**src/rtl/btb_controller.sv**
```systemverilog
// BTB controller: owns an 8-set x 2-way branch target buffer array.
// - Serves fetch lookups with one cycle of latency.
// - Applies resolved-branch updates as a serialized read-modify-write.
// - Sweeps the array to zero after reset.
// Set layout:
// - way1 = [127:64], way0 = [63:0].
// - way fields: [63] valid, [62:36] tag, [35:6] target[31:2], [5:4] counter, [3:1] zero.
// - way0[0] is the set LRU bit (way to replace); way1[0] is zero.
module btb_controller #(
  parameter int STARVE_LIMIT = 4,
  parameter int NUM_SETS     = 8
) (
  input  logic         clk,
  input  logic         rst_n,
  input  logic         lookup_valid,
  output logic         lookup_ready,
  input  logic [31:0]  lookup_pc,
  output logic         pred_valid,
  output logic         pred_hit,
  output logic         pred_taken,
  output logic [31:0]  pred_target,
  input  logic         upd_valid,
  output logic         upd_ready,
  input  logic [31:0]  upd_pc,
  input  logic         upd_taken,
  input  logic [31:0]  upd_target,
  output logic [2:0]   read_index,
  input  logic [127:0] read_set,
  output logic [2:0]   write_index,
  output logic [127:0] write_set,
  output logic         write_enable,
  output logic         init_done
);

  localparam int CW = $clog2(STARVE_LIMIT + 1);

  typedef enum logic [1:0] {
    S_INIT      = 2'd0,
    S_IDLE      = 2'd1,
    S_UPD_READ  = 2'd2,
    S_UPD_WRITE = 2'd3
  } state_e;

  state_e        state_q, state_d;
  logic [2:0]    sweep_q, sweep_d;
  logic          init_done_q, init_done_d;
  logic [CW-1:0] starve_q, starve_d;

  // Latched update request
  logic [26:0]   upd_tag_q, upd_tag_d;
  logic [2:0]    upd_idx_q, upd_idx_d;
  logic          upd_taken_q, upd_taken_d;
  logic [29:0]   upd_tgt_q, upd_tgt_d;

  // Registered prediction outputs
  logic          pred_valid_q, pred_valid_d;
  logic          pred_hit_q, pred_hit_d;
  logic          pred_taken_q, pred_taken_d;
  logic [31:0]   pred_target_q, pred_target_d;

  // Registered write port: INIT sweep and the write half of the RMW
  logic          we_q, we_d;
  logic [2:0]    widx_q, widx_d;
  logic [127:0]  wset_q, wset_d;

  logic          force_upd, upd_take, lookup_acc;
  logic [63:0]   way0, way1;
  logic          lk_hit0, lk_hit1;
  logic [63:0]   lk_way;

  logic          u_hit0, u_hit1, u_wr;
  logic [1:0]    u_cnt, u_cnt_n;
  logic          u_victim, u_lru;
  logic [63:0]   u_w0, u_w1, u_alloc;
  logic [127:0]  u_set;

  logic          unused_pc_lsbs;
  assign unused_pc_lsbs = ^{lookup_pc[1:0], upd_pc[1:0], upd_target[1:0]};

  assign way0 = read_set[63:0];
  assign way1 = read_set[127:64];

  // The read port belongs to lookups unless a starved update forces it.
  // An idle lookup port also lets the update take it.
  assign force_upd    = (state_q == S_UPD_READ) && (starve_q == CW'(STARVE_LIMIT));
  assign upd_take     = (state_q == S_UPD_READ) && (!lookup_valid || force_upd);
  assign lookup_ready = init_done_q && !force_upd;
  assign upd_ready    = init_done_q && (state_q == S_IDLE);
  assign lookup_acc   = lookup_valid && lookup_ready;
  assign read_index   = upd_take ? upd_idx_q : lookup_pc[4:2];

  // Lookup tag compare. Both ways cannot hold the same tag, so way0 simply wins.
  always_comb begin
    lk_hit0 = way0[63] && (way0[62:36] == lookup_pc[31:5]);
    lk_hit1 = way1[63] && (way1[62:36] == lookup_pc[31:5]);
    lk_way  = lk_hit0 ? way0 : way1;
  end

  // Prediction register: pred_valid pulses per accept; the rest holds otherwise
  always_comb begin
    pred_valid_d  = lookup_acc;
    pred_hit_d    = pred_hit_q;
    pred_taken_d  = pred_taken_q;
    pred_target_d = pred_target_q;
    if (lookup_acc) begin
      pred_hit_d    = lk_hit0 || lk_hit1;
      pred_taken_d  = (lk_hit0 || lk_hit1) && lk_way[5];
      pred_target_d = (lk_hit0 || lk_hit1) ? {lk_way[35:6], 2'b00} : 32'h0;
    end
  end

  // Update set computation from the set read this cycle
  always_comb begin
    u_hit0   = way0[63] && (way0[62:36] == upd_tag_q);
    u_hit1   = !u_hit0 && way1[63] && (way1[62:36] == upd_tag_q);
    u_cnt    = u_hit0 ? way0[5:4] : way1[5:4];
    u_cnt_n  = u_cnt;
    if (upd_taken_q) begin
      if (u_cnt != 2'd3) u_cnt_n = u_cnt + 2'd1;
    end else begin
      if (u_cnt != 2'd0) u_cnt_n = u_cnt - 2'd1;
    end
    u_alloc  = {1'b1, upd_tag_q, upd_tgt_q, 2'b10, 4'b0000};
    u_victim = !way0[63] ? 1'b0 : (!way1[63] ? 1'b1 : way0[0]);
    u_w0     = way0;
    u_w1     = way1;
    u_lru    = way0[0];
    u_wr     = 1'b0;
    if (u_hit0) begin
      u_wr       = 1'b1;
      u_w0[5:4]  = u_cnt_n;
      if (upd_taken_q) u_w0[35:6] = upd_tgt_q;
      u_lru      = 1'b1;
    end else if (u_hit1) begin
      u_wr       = 1'b1;
      u_w1[5:4]  = u_cnt_n;
      if (upd_taken_q) u_w1[35:6] = upd_tgt_q;
      u_lru      = 1'b0;
    end else if (upd_taken_q) begin
      u_wr = 1'b1;
      if (u_victim) u_w1 = u_alloc;
      else          u_w0 = u_alloc;
      u_lru = !u_victim;
    end
    u_w0[0] = u_lru;
    u_w1[0] = 1'b0;
    u_set   = {u_w1, u_w0};
  end

  // Controller FSM: init sweep, idle, update read (may starve), update write
  always_comb begin
    state_d     = state_q;
    sweep_d     = sweep_q;
    init_done_d = init_done_q;
    starve_d    = starve_q;
    upd_tag_d   = upd_tag_q;
    upd_idx_d   = upd_idx_q;
    upd_taken_d = upd_taken_q;
    upd_tgt_d   = upd_tgt_q;
    we_d        = 1'b0;
    widx_d      = widx_q;
    wset_d      = wset_q;
    case (state_q)
      S_INIT: begin
        we_d    = 1'b1;
        widx_d  = sweep_q;
        wset_d  = '0;
        sweep_d = sweep_q + 3'd1;
        if (sweep_q == 3'(NUM_SETS - 1)) state_d = S_IDLE;
      end
      S_IDLE: begin
        // First IDLE cycle carries the last sweep write; done rises after it
        init_done_d = 1'b1;
        if (upd_valid && upd_ready) begin
          upd_tag_d   = upd_pc[31:5];
          upd_idx_d   = upd_pc[4:2];
          upd_taken_d = upd_taken;
          upd_tgt_d   = upd_target[31:2];
          state_d     = S_UPD_READ;
        end
      end
      S_UPD_READ: begin
        if (upd_take) begin
          starve_d = '0;
          if (u_wr) begin
            we_d    = 1'b1;
            widx_d  = upd_idx_q;
            wset_d  = u_set;
            state_d = S_UPD_WRITE;
          end else begin
            state_d = S_IDLE;
          end
        end else begin
          starve_d = starve_q + CW'(1);
        end
      end
      S_UPD_WRITE: state_d = S_IDLE;
      default:     state_d = S_INIT;
    endcase
  end

  // State and datapath registers
  always_ff @(posedge clk or negedge rst_n) begin
    if (!rst_n) begin
      state_q       <= S_INIT;
      sweep_q       <= '0;
      init_done_q   <= 1'b0;
      starve_q      <= '0;
      upd_tag_q     <= '0;
      upd_idx_q     <= '0;
      upd_taken_q   <= 1'b0;
      upd_tgt_q     <= '0;
      pred_valid_q  <= 1'b0;
      pred_hit_q    <= 1'b0;
      pred_taken_q  <= 1'b0;
      pred_target_q <= '0;
      we_q          <= 1'b0;
      widx_q        <= '0;
      wset_q        <= '0;
    end else begin
      state_q       <= state_d;
      sweep_q       <= sweep_d;
      init_done_q   <= init_done_d;
      starve_q      <= starve_d;
      upd_tag_q     <= upd_tag_d;
      upd_idx_q     <= upd_idx_d;
      upd_taken_q   <= upd_taken_d;
      upd_tgt_q     <= upd_tgt_d;
      pred_valid_q  <= pred_valid_d;
      pred_hit_q    <= pred_hit_d;
      pred_taken_q  <= pred_taken_d;
      pred_target_q <= pred_target_d;
      we_q          <= we_d;
      widx_q        <= widx_d;
      wset_q        <= wset_d;
    end
  end

  assign pred_valid   = pred_valid_q;
  assign pred_hit     = pred_hit_q;
  assign pred_taken   = pred_taken_q;
  assign pred_target  = pred_target_q;
  assign write_enable = we_q;
  assign write_index  = widx_q;
  assign write_set    = wset_q;
  assign init_done    = init_done_q;

endmodule

```
**config.mk**
```make
export PLATFORM = sky130hd
export DESIGN_NAME = btb_controller
export DESIGN_NICKNAME = d
export VERILOG_FILES = /design/src/rtl/btb_controller.sv
export SDC_FILE = /design/constraint.sdc
export NUM_CORES = 1
export LEC_CHECK = 0
export BUFFER_PORTS_ARGS = -buffer_cell sky130_fd_sc_hd__buf_4
export CAP_MARGIN = 25
export CORE_AREA = 5 5 161 163
export DETAILED_ROUTE_END_ITERATION = 8
export DIE_AREA = 0 0 166 168
export PLACE_DENSITY = 0.8
export SYNTH_ARGS = -nofsm -noshare
export SYNTH_HDL_FRONTEND = slang
export SYNTH_SLANG_ARGS = --single-unit
```
**constraint.sdc**
```tcl
create_clock -name clk -period 5.55 [get_ports clk]
set_input_delay 0.8325 -clock clk [delete_from_list [all_inputs] [get_ports clk]]
set_output_delay 0.8325 -clock clk [all_outputs]
set_load 0.005 [all_outputs]
```
# Word level (Yosys, flattened, before mapping)
# Index checks and enable logic that the tools add are counted.
[word_totals]
mem_bits_ro = 0
ramBits = 0
n_memories = 0
input_bits = 229
latch_bits = 0
regBits = 237
[op_classes]
n_mul = 0
n_reduce_logical = 24
shifts = 0
n_mux = 44
n_div = 0
order_cmp = 0
eq_ne = 14
bitwise = 0
add_sub_neg = 4
[op_table]
columns = ["op", "n"]
rows = [
  ["$mux 64", 6],
  ["$mux 128", 2],
  ["$pmux 128 s2", 1],
  ["$eq 27x27->1", 4],
  ["$mux 32", 3],
  ["$mux 30", 2],
  ["$mux 28", 2],
  ["$mux 36", 1],
  ["$mux 2", 8],
  ["$logic_and 1x1->1", 12],
  ["$mux 3", 4],
  ["$mux 1", 10],
  ["$mux 4", 2],
  ["$ne 2x2->1 const B", 4],
  ["$pmux 2 s4", 1],
  ["$add 3x1->3 const B", 2],
  ["$eq 3x3->1 const B", 2],
  ["$pmux 3 s2", 1],
  ["$reduce_and 3->1", 2],
  ["$eq 2x2->1 const B", 2],
  ["$logic_not 1->1", 4],
  ["$reduce_bool 2->1", 2],
  ["$add 2x1->2 const B", 1],
  ["$eq 2x1->1 const B", 1],
  ["6 further kinds", 7],
]

# Longest topological paths before layout
# Gate-level depths: netlist (run 1).
[depth]
depth_word = 11
mapped_depth = 11

# Least setup slack after synthesis (run 1)
# Ideal clock, no wire load.
[synth_timing]
path_kind = "input to register"
from = "in read_set[62]"
to = "reg wset_q[1] (netlist: write_set[1])"
arrival_time_ps = 2560
required_time_ps = 5429
cell_stages = 9
path_buffers = 2
setup_slack_ps = 2869
setup_ps = 121
path_cell_list = "xnor2_1 nand4_1 nor4_4 nand4_2 a31o_4 buf_6 and2_1 buf_6 a22o_1"
[synth_between]
elab_chain_cells = 10
[synth_rtl]
columns = ["element", "line_no", "source"]
rows = [
  ["start, declared", "28", "input logic [127:0] read_set,"],
  ["$eq 27x27->1 (*)", "114", "u_hit0 = way0[63] && (way0[62:36] == upd_tag_q);"],
  ["$logic_and 1x1->1 (*)", "114", ""],
  ["$logic_not 1->1", "115", "u_hit1 = !u_hit0 && way1[63] && (way1[62:36] == upd_tag_q);"],
  ["$logic_and 1x1->1 (2 in series)", "115", ""],
  ["$mux 64", "134", "end else if (u_hit1) begin"],
  ["$mux 4", "129", "if (u_hit0) begin"],
  ["$mux 128", "185", "if (u_wr) begin"],
  ["$mux 128", "183", "if (upd_take) begin"],
  ["$pmux 128 s2", "163", "case (state_q)"],
  ["end signal, assigned", "235", "wset_q <= wset_d;"],
  ["end, declared", "64", "logic [127:0] wset_q, wset_d;"],
]
# Mark *: on every way between the ends. The rest lies on a longest branch, timed or not. The select of a mux whose other input is x is not followed.
# A chain may end at the register's enable or synchronous reset.

# Worst setup path after layout (run 1)
[layout_timing]
from = "reg upd_tag_q[5]"
to = "reg wset_q[16] (netlist: write_set[16])"
[layout_between]
elab_chain_cells = 10
[layout_rtl]
columns = ["element", "line_no", "source"]
rows = [
  ["start, declared", "50", "logic [26:0] upd_tag_q, upd_tag_d;"],
  ["start signal, assigned", "225", "upd_tag_q <= upd_tag_d;"],
  ["$eq 27x27->1", "114", ""],
  ["$logic_and 1x1->1", "114", ""],
  ["$logic_not 1->1", "115", ""],
  ["$logic_and 1x1->1 (2 in series)", "115", ""],
  ["$mux 64", "134", ""],
  ["$mux 32", "129", ""],
  ["$mux 128", "185", ""],
  ["$mux 128", "183", ""],
  ["$pmux 128 s2", "163", ""],
]
# Several ways; a longest one is shown, not always the timed one. The select of a mux whose other input is x is not followed.

==> impl_metrics.csv, run 1 <==
group,metric,value,unit
worst_setup_path,end_kind,"flip-flop",
pwr,powerDensity,437,nW/µm²
sta,worst_pin_slew,1.06,ns
synthesis,synth.top_cell.area_share,0.489,
routing,ant_nets,0,
synthesis,syn_area,12000,µm²
synthesis,yosysSeqAreaShare,0.489,
pwr,clkPwrFrac,0.264,
routing,drt_wl_total,41700,µm
pwr,intPower,0.00455,W
synthesis,avgSynthCellArea,10.4,µm²
clock_network,cts.hold.buffers_added,0,
synthesis,synthAdderAreaFrac,0.00835,
synthesis,yosys.area.top_type,"dfrtp_1",
floorplanning,die_area,27900,µm²
synthesis,synth-warning-count,0,
synthesis,synth-xor-area-share,0.0797,
job,max_cap_viol_count,0,
floorplanning,dieWidth,166,µm
worst_setup_path,setup.reg_to_reg.worst_slack,2.21,ns
global_routing,grt_pass1_wl,63600,µm
pwr,pwr-share-seq,0.382,
pwr,p_leak,7.86,nW
clock_network,cts_tree,"yes",
floorplanning,die_h,168,µm
placement,dpl.hpwl,29900,µm
pwr,pwr-share-comb,0.354,
cells_and_area,mostFrequentLayoutCell,"buf_4",
global_routing,first_global_vias,10916,
synthesis,synth_top_family_by_area,"multiplexers",
routing,wire_per_inst,22.6,µm
clock_network,clock_sinks,234,
hold_path,worstHoldPathType,"in -> async",
synthesis,synthMuxAreaShare,0.160,
routing,viasPerCell,5.78,
floorplanning,coreArea,24200,µm²
pwr,p_sw_frac,0.352,
cells_and_area,drive_gt1_frac,0.346,
routing,drtPass1Iterations,6,
synthesis,async_reset_ff_frac,1.00,
synthesis,synth.distinct_cells,47,
cells_and_area,post-route-util,0.665,
worst_setup_path,critPathKind,"reg -> reg",
clock_network,cts_setup_buffers,0,
floorplanning,rows,57,
global_routing,grt_max_degree,147,
cells_and_area,final_cell_mix,"buf_4, dfrtp_1, o21ai_0",
cells_and_area,nets,1738,
outcome,status,"complete, no violations",
floorplanning,initial_core_util,0.496,
global_routing,grt_use_total,0.286,
sta,grt_setup_unrepaired,"no",
global_routing,antenna_found_initial,1,
clock_network,clk_latency,0.54,ns
sta,max_freq,0.300,GHz
worst_setup_path,cp_data_required_time,5.95,ns
cells_and_area,area_growth,34.1,%
clock_network,clkTransAtPathRegs,0.06,ns
synthesis,yosys-top-cells-area,"dfrtp_1, mux2i_1, o21ai_0, mux2_2, nand3_1",
clock_network,ctsResizeCount,0,
clock_network,ctsLongestPathBuffers,3,
sta,hold_violations,0,
synthesis,synth_compound_area_frac,0.102,
placement,place_congestion,0.935,
sta,period_needed,3.34,ns
cells_and_area,final_cells,1845,
sta,timing.final.max_slew_violations,0,
worst_setup_path,cp-startpoint,"upd_tag_q[5]",
worst_setup_path,r2r-start,"upd_tag_q[5]",
worst_setup_path,arrival,3.74,ns
pwr,peakVddDrop,0.626,mV
sta,setup-tns-final,0,ns
synthesis,synth_flop_cell,"dfrtp_1",
synthesis,synth_edf_count,0,
placement,io_buffers,391,
synthesis,synth-simple-area-share,0.114,
sta,fin_crit_sh,0.601,
placement,placed_cells,1796,
global_routing,grt-ovfl-total,0,
synthesis,yosys_register_bits,234,
pwr,net-switching-power,0.00247,W
clock_network,root_buffer,"clkbuf_16",
sta,setup_viol,0,
routing,drc,0,
synthesis,synthCells,1149,
routing,drt_iter0_drc,997,
routing,vias,10663,
worst_setup_path,crit_fanout,24,
clock_network,numCtsBuffers,26,
worst_setup_path,startpoint_type,"flip-flop",
floorplanning,io_pins,402,
sta,slew_headroom,0.294,
clock_network,h-tree-depth,1,
sta,clock_skew,0.0198,ns
sta,timing.hold.ws,0.344,ns
path summary, 6_finish.rpt:
kind / endpoint / depth (start not counted)
max: write_set[16] / 8
min: write_set[113] / 1
max reg2reg: write_set[16] / 8
min reg2reg: pred_target[21] / 2
max in group asynchronous: pred_target[10] / 2
min in group clk: pred_target[21] / 2
power by group through the flow:
stage                     Sequential (W)  Combinational (W)  Clock, W
after global routing             0.00274            0.00268   0.00196
after CTS                        0.00267            0.00249   0.00189
final                            0.00268            0.00249   0.00186
after global placement           0.00266            0.00240         0
after detailed placement         0.00269            0.00247         0
after floorplan                  0.00259            0.00143         0
logic make-up (layout without fill, tap and decap cells):
family,count (synthesis),after routing
other,1,4
multiplexers,183,183
flip-flops,234,234
adder cells (fa/ha/maj),8,8
AO/OA/AOI/OAI,220,220
buffers and inverters,123,492
XOR/XNOR,109,109
AND/OR/NAND/NOR,271,271
metrics by stage:
stage          total power, W  setup slack [ns]  cell area, µm²
6_report              0.00702              2.21           16100
5_1_grt               0.00738              2.04           16100
4_1_cts               0.00705              2.20           16000
3_5_place_dp          0.00516              1.77           15100
3_3_place_gp          0.00506              1.77           15100
2_1_floorplan         0.00402              2.87           12000
synth_stat cells (2+ instances only):
| library cell | count |
|---|---|
| and3_1 | 2 |
| a31oi_1 | 35 |
| buf_2 | 16 |
| xor2_1 | 43 |
| clkbuf_1 | 38 |
| nand4_2 | 2 |
| nand3_1 | 131 |
| nand2_1 | 46 |
| dfrtp_1 | 234 |
| buf_1 | 12 |
| nand2b_1 | 3 |
| buf_4 | 7 |
| o21a_1 | 3 |
| xnor2_1 | 66 |
| and2_1 | 2 |
| o21ai_1 | 8 |
| a22o_1 | 4 |
| o31ai_1 | 2 |
| ha_1 | 8 |
| a32o_1 | 2 |
| mux2i_1 | 117 |
| inv_1 | 42 |
| a21oi_1 | 7 |
| nor4_1 | 15 |
| nor3_1 | 2 |
| mux2_2 | 66 |
| o21ai_0 | 151 |
| nor2_1 | 36 |
| nand4_1 | 24 |
| buf_6 | 8 |
per-layer routing:
layer,vias up,share of wire,wire [µm],global-route usage
li1,4777,-,-,-
met1,5186,0.39,16200,0.360
met2,582,0.47,19500,0.469
met3,118,0.093,3870,0.0755
met4,0,0.049,2020,0.123
met5,-,0,0,0
worst max-delay path: stages (launching register included):
cell	delay (ns)
dfrtp_1	0.48
xnor2_1	0.27
nand4_1	0.21
nor4_4	0.41
and4_1	0.38
a22o_2	0.79
buf_4	0.33
mux2i_1	0.20
o21ai_0	0.08
area by class of cell:
class / instances / area, µm²
Sequential cell: 234 / 5860
Multi-Input combinational cell: 794 / 5600
Timing Repair Buffer: 403 / 3110
Clock inverter: 8 / 135
Fill cell: 1879 / 8110
Antenna cell: 1 / 2.50
Tap cell: 324 / 405
Inverter: 42 / 158
Clock buffer: 39 / 800
state kept, by name, summed over array words and instances (netlist names):
register,flops
starve_q,3
upd_idx_q,3
upd_taken_q,1
sweep_q,3
write_set,127
pred_hit,1
init_done,1
pred_taken,1
upd_tag_q,27
write_enable,1
write_index,3
upd_tgt_q,30
state_q,2
pred_valid,1
pred_target,30
(Power assumes the default switching activity.)
==> run 2: changes to the inputs <==
Settings changed: ABC_AREA set to 1, CORE_AREA 5 5 161 163 to 5 5 172 174, DIE_AREA 0 0 166 168 to 0 0 177 179, PLACE_DENSITY 0.8 to 0.77.
Clock period 5.55 ns to 3.4 ns, I/O delays scaled along.
==> run 2 against run 1 <==
Utilization fell by 1.9 points. Die area rose by 14%. Non-clock buffer count rose by 29. Largest cell class is now multi-input gates. Critical path depth rose by 1.
==> impl_metrics.csv, run 2 <==
group,metric,value,unit
clock_network,clk_latency,0.54,ns
placement,dpl.hpwl,42300,µm
sta,hold_violations,0,
worst_setup_path,end_kind,"output pin",
outcome,status,"complete, no violations",
worst_setup_path,critPathKind,"reg -> out",
floorplanning,coreArea,27600,µm²
synthesis,synth_flop_cell,"dfrtp_1",
worst_setup_path,cp_data_required_time,2.89,ns
cells_and_area,drive_gt1_frac,0.217,
global_routing,grt_max_degree,81,
synthesis,synth_edf_count,0,
job,max_cap_viol_count,0,
cells_and_area,mostFrequentLayoutCell,"nand2_1",
placement,place_congestion,0.976,
sta,grt_setup_unrepaired,"no",
synthesis,synthCells,1960,
synthesis,yosys-top-cells-area,"dfrtp_1, nand2_1, o21ai_0, inv_1, nor2_1",
routing,viasPerCell,5.63,
synthesis,yosysMostFrequentCell,"nand2_1",
pwr,powerDensity,633,nW/µm²
cells_and_area,final_cell_area,17800,µm²
sta,setup-tns-final,0,ns
floorplanning,initial_core_util,0.493,
clock_network,cts_setup_buffers,0,
clock_network,cts_tree,"yes",
clock_network,numCtsBuffers,26,
hold_path,worstHoldPathType,"in -> reg",
global_routing,first_global_vias,14828,
global_routing,antenna_found_initial,9,
routing,vias,15271,
global_routing,grt-ovfl-total,0,
clock_network,clock_sinks,234,
clock_network,root_buffer,"clkbuf_16",
cells_and_area,nets,2551,
sta,max_freq,0.320,GHz
sta,period_needed,3.12,ns
synthesis,yosys_register_bits,234,
global_routing,grt_use_total,0.346,
synthesis,syn_area,13600,µm²
sta,setup_viol,0,
cells_and_area,area_growth,31.0,%
pwr,peakVddDrop,0.417,mV
cells_and_area,largest_register_ffs,127,
sta,timing.final.max_slew_violations,0,
sta,fin_crit_sh,0.918,
sta,slew_headroom,0.530,
floorplanning,die_area,31700,µm²
clock_network,h-tree-depth,1,
clock_network,clkTransAtPathRegs,0.06,ns
sta,worst_pin_slew,0.705,ns
sta,clock_skew,0.0175,ns
synthesis,synth.top_cell.area_share,0.430,
synthesis,avgSynthCellArea,6.95,µm²
clock_network,ctsLongestPathBuffers,3,
floorplanning,rows,61,
cells_and_area,final_cell_mix,"nand2_1, buf_4, dfrtp_1",
synthesis,yosys.area.top_type,"dfrtp_1",
routing,drt_iter0_drc,1776,
floorplanning,dieWidth,177,µm
routing,drtPass1Iterations,6,
routing,wire_per_inst,20.9,µm
worst_setup_path,crit_fanout,13,
cells_and_area,fillers,2497,
placement,io_buffers,391,
routing,drc,0,
global_routing,grt_pass1_wl,85200,µm
pwr,p_leak,9.87,nW
synthesis,synth-warning-count,0,
synthesis,async_reset_ff_frac,1.00,
floorplanning,die_h,179,µm
worst_setup_path,startpoint_type,"flip-flop",
routing,ant_nets,0,
floorplanning,io_pins,402,
placement,placed_area,16900,µm²
worst_setup_path,arrival,2.61,ns
synthesis,synth.distinct_cells,40,
routing,drt_wl_total,56700,µm
synthesis,synth_common_cells,"nand2_1, dfrtp_1, o21ai_0",
synthesis,yosysSeqAreaShare,0.430,
## run 2: path summary, 6_finish.rpt
| kind | cells past startpoint | startpoint | to | slack [ns] |
|---|---|---|---|---|
| max in group asynchronous | 3 | rst_n | write_set[89] | 1.94 |
| max reg2reg | 16 | upd_tag_q[17] | write_set[30] | 0.30 |
| min in group asynchronous | 2 | rst_n | pred_target[28] | 0.55 |
| min reg2reg | 2 | pred_target[6] | pred_target[6] | 0.48 |
| max | 9 | state_q[0] | read_index[0] | 0.28 |
| min | 3 | upd_pc[30] | upd_tag_q[25] | 0.17 |
## run 2: report_power, final
| group | switching [W] | internal (W) |
|---|---|---|
| logic | 0.00281 | 0.00153 |
| registers | 0.000571 | 0.00343 |
| clock network | 0.00118 | 0.00178 |
## run 2: logic make-up after synthesis
family,count (synthesis),share of synthesized area
adders and majority gates,8,0.00735
xor gates and xnor gates,35,0.0225
buffers and inverters,303,0.0905
AOI/OAI and AO/OA,364,0.147
other,1,0.000275
muxes,3,0.00248
and+or+nand+nor,1012,0.300
DFF,234,0.430
## run 2: layout make-up
type | instances | area (µm²) | share of cell area
Clock buffer | 36 | 759 | 0.0426
Clock inverter | 10 | 131 | 0.00736
Inverter | 195 | 736 | 0.0412
Multi-Input combinational cell | 1425 | 6560 | 0.368
Sequential cell | 234 | 5860 | 0.328
Timing Repair Buffer | 432 | 3320 | 0.186
Antenna cell | 4 | 10.0 | 0.000561
Tap cell | 378 | 473 | 0.0265
## run 2: worst max-delay path: stages (launching register included)
cell and delay, ns:
dfrtp_1 0.41, inv_1 0.10, ha_2 0.34, nand3_1 0.16
nand2_1 0.12, inv_1 0.08, nor2_1 0.21, buf_4 0.21
mux2_2 0.34, buf_4 0.13
## run 2: stage by stage
step	utilization	hold WS, ns	std cells	setup slack [ns]	power (W)
3_5_place_dp	0.613	0.466	2663	0.166	0.00829
3_3_place_gp	0.613	0.463	2663	0.229	0.00819
2_1_floorplan	-	0.214	1962	1.28	0.00648
5_1_grt	0.646	0.168	2714	0.0688	0.0120
6_report	0.646	0.172	2714	0.278	0.0113
4_1_cts	0.645	0.155	2710	0.116	0.0113
## run 2: metal layers
layer | part of all wire | GRT usage
met4 | 0.044 | 0.133
met5 | 0.0012 | 0
met1 | 0.37 | 0.430
met3 | 0.098 | 0.0654
met2 | 0.48 | 0.599
## run 2: repair_timing
action	4_1_cts	5_1_grt
setup endpoints to repair	0	3
gates resized for setup	0	1
hold endpoints to repair	46	0
hold buffers	1	0
==> run 3: changes to the inputs <==
Settings changed: ABC_AREA 1 to not set, CORE_AREA 5 5 172 174 to 5 5 161 163, DIE_AREA 0 0 177 179 to 0 0 166 168, PLACE_DENSITY 0.77 to 0.8.
Clock period 3.4 ns to 3.5 ns, I/O delays scaled along.
==> run 3 against run 2 <==
Sequential power grew 6.3%. Final cell count shrank 32%. Setup slack better by 0.21 ns. Clock skew up 0.0099 ns. Hold slack improved by 0.027 ns. Utilization up 2.1 points. Die area fell by 12%. Critical path type is now reg -> reg. Critical endpoint is now write_set[37].
==> impl_metrics.csv, run 3 (same netlist as run 1, synthesis figures left out) <==
group,metric,value,unit
floorplanning,rows,57,
pwr,net-switching-power,0.00390,W
worst_setup_path,slowest_delay,0.49,ns
routing,wire_per_inst,22.5,µm
global_routing,first_global_vias,10967,
worst_setup_path,setup.reg_to_reg.worst_slack,0.48,ns
cells_and_area,drive_gt1_frac,0.348,
sta,slew_headroom,0.484,
clock_network,h-tree-depth,1,
global_routing,antenna_found_initial,0,
worst_setup_path,cpMaxStageDelayCell,"a31o_4",
pwr,pwr-share-comb,0.361,
cells_and_area,register_area,5860,µm²
worst_setup_path,startpoint_type,"flip-flop",
cells_and_area,antenna_cells,0,
worst_setup_path,arrival,3.38,ns
floorplanning,die_area,27900,µm²
clock_network,cts_setup_buffers,0,
job,max_cap_viol_count,0,
clock_network,clk_latency,0.54,ns
hold_path,hold_path_startpoint,"read_set[2]",
routing,ant_nets,0,
global_routing,grt_max_degree,107,
worst_setup_path,cp_top_family,"simple AND/OR/NAND/NOR gates",
sta,timing.final.max_slew_violations,0,
sta,grt_setup_unrepaired,"no",
cells_and_area,largest_register_ffs,127,
cells_and_area,final_cells,1856,
cells_and_area,final_cell_area,16100,µm²
worst_setup_path,crit_fanout,58,
floorplanning,coreArea,24200,µm²
clock_network,root_buffer,"clkbuf_16",
sta,setup-tns-final,0,ns
worst_setup_path,reg2regPathDepth,8,
cells_and_area,mostFrequentLayoutCell,"buf_4",
sta,setup_viol,0,
hold_path,worstHoldPathType,"in -> reg",
clock_network,ctsLongestPathBuffers,3,
sta,fin_crit_sh,0.861,
placement,dpl.hpwl,30900,µm
routing,viasPerCell,5.72,
worst_setup_path,crit_buf_inv,1,
routing,drtPass1Iterations,6,
clock_network,clock_sinks,234,
worst_setup_path,path_cells,"xnor2_1 -> nand4_1 -> nor4_2 -> nand4_2 -> a31o_4 -> buf_4 -> nand3_1 -> o21ai_0",
pwr,pwr-share-seq,0.384,
sta,max_freq,0.332,GHz
placement,place_congestion,0.907,
worst_setup_path,rr_endpoint,"write_set[37]",
pwr,p_sw_frac,0.352,
cells_and_area,multi_input_area,5600,µm²
clock_network,clkTransAtPathRegs,0.06,ns
clock_network,ctsResizeCount,0,
clock_network,numCtsBuffers,27,
placement,placed_cells,1807,
floorplanning,dieWidth,166,µm
cells_and_area,post-route-util,0.667,
cells_and_area,fillers,1895,
routing,drc,0,
pwr,p_leak,7.89,nW
pwr,peakVddDrop,0.500,mV
hold_path,hold-path-cell-count,2,
outcome,status,"complete, no violations",
hold_path,min_to,"write_set[2]",
pwr,clkPwrFrac,0.255,
pwr,intPower,0.00717,W
sta,hold_violations,0,
worst_setup_path,r2r-start,"upd_tag_q[22]",
cells_and_area,final_cell_mix,"buf_4, dfrtp_1, o21ai_0",
cells_and_area,area_growth,34.5,%
worst_setup_path,critPathKind,"reg -> reg",
clock_network,cts_tree,"yes",
placement,placed_area,15200,µm²
worst_setup_path,cp_data_required_time,3.87,ns
cells_and_area,nets,1750,
placement,io_buffers,391,
global_routing,grt_use_total,0.288,
routing,drt_wl_total,41700,µm
sta,clock_skew,0.0274,ns
sta,worst_pin_slew,0.767,ns
worst_setup_path,end_kind,"flip-flop",
routing,vias,10614,
floorplanning,io_pins,402,
routing,drt_iter0_drc,1174,
pwr,powerDensity,687,nW/µm²
sta,period_needed,3.02,ns
global_routing,grt_pass1_wl,63900,µm
floorplanning,die_h,168,µm
pwr,design_power_total,0.0111,W
global_routing,grt-ovfl-total,0,
floorplanning,initial_core_util,0.496,
run 3: power by group through the flow:
| stage | logic (W) | registers (W) | clock network, W |
|---|---|---|---|
| 5_1_grt | 0.00430 | 0.00434 | 0.00300 |
| 6_report | 0.00399 | 0.00425 | 0.00283 |
| 4_1_cts | 0.00400 | 0.00423 | 0.00288 |
| 2_1_floorplan | 0.00227 | 0.00410 | 0 |
| 3_5_place_dp | 0.00397 | 0.00427 | 0 |
| 3_3_place_gp | 0.00388 | 0.00422 | 0 |
run 3: per-layer routing:
| metal | vias up | GRT usage | wire length [µm] |
|---|---|---|---|
| li1 | 4803 | - | - |
| met1 | 5152 | 0.361 | 16100 |
| met2 | 551 | 0.481 | 19800 |
| met3 | 108 | 0.0708 | 3740 |
| met4 | 0 | 0.117 | 2080 |
| met5 | - | 0 | 0 |
run 3: area by class of cell:
type                       instances  area share
clock buffer                      41      0.0495
clock inverter                     7     0.00567
inverter                          42     0.00978
multi-input combinational        794       0.348
sequential                       234       0.363
tap                              324      0.0252
timing repair buffer             414       0.199
run 3: repair_timing:
action                                  in CTS  in global routing
endpoints found under the hold margin       32                  0
hold buffers                                 1                  0
endpoints found under the setup margin       0                  0
run 3: worst max-delay path by stage:
stage | start | endpoint | cells after the start
final | upd_tag_q[22] | write_set[37] | 8
after global routing | upd_tag_q[22] | write_set[109] | 8
after CTS | upd_tag_q[6] | write_set[37] | 8
after detailed placement | read_set[122] | write_set[3] | 9
after global placement | read_set[122] | write_set[3] | 9
after floorplan | read_set[62] | write_set[1] | 9
run 3: metrics by stage:
step                setup WS (ns)  hold slack, ns
global route                0.296           0.179
floorplan                    1.13           0.229
detailed placement          0.404           0.472
global placement            0.466           0.462
finish                      0.485           0.199
CTS                         0.546           0.171
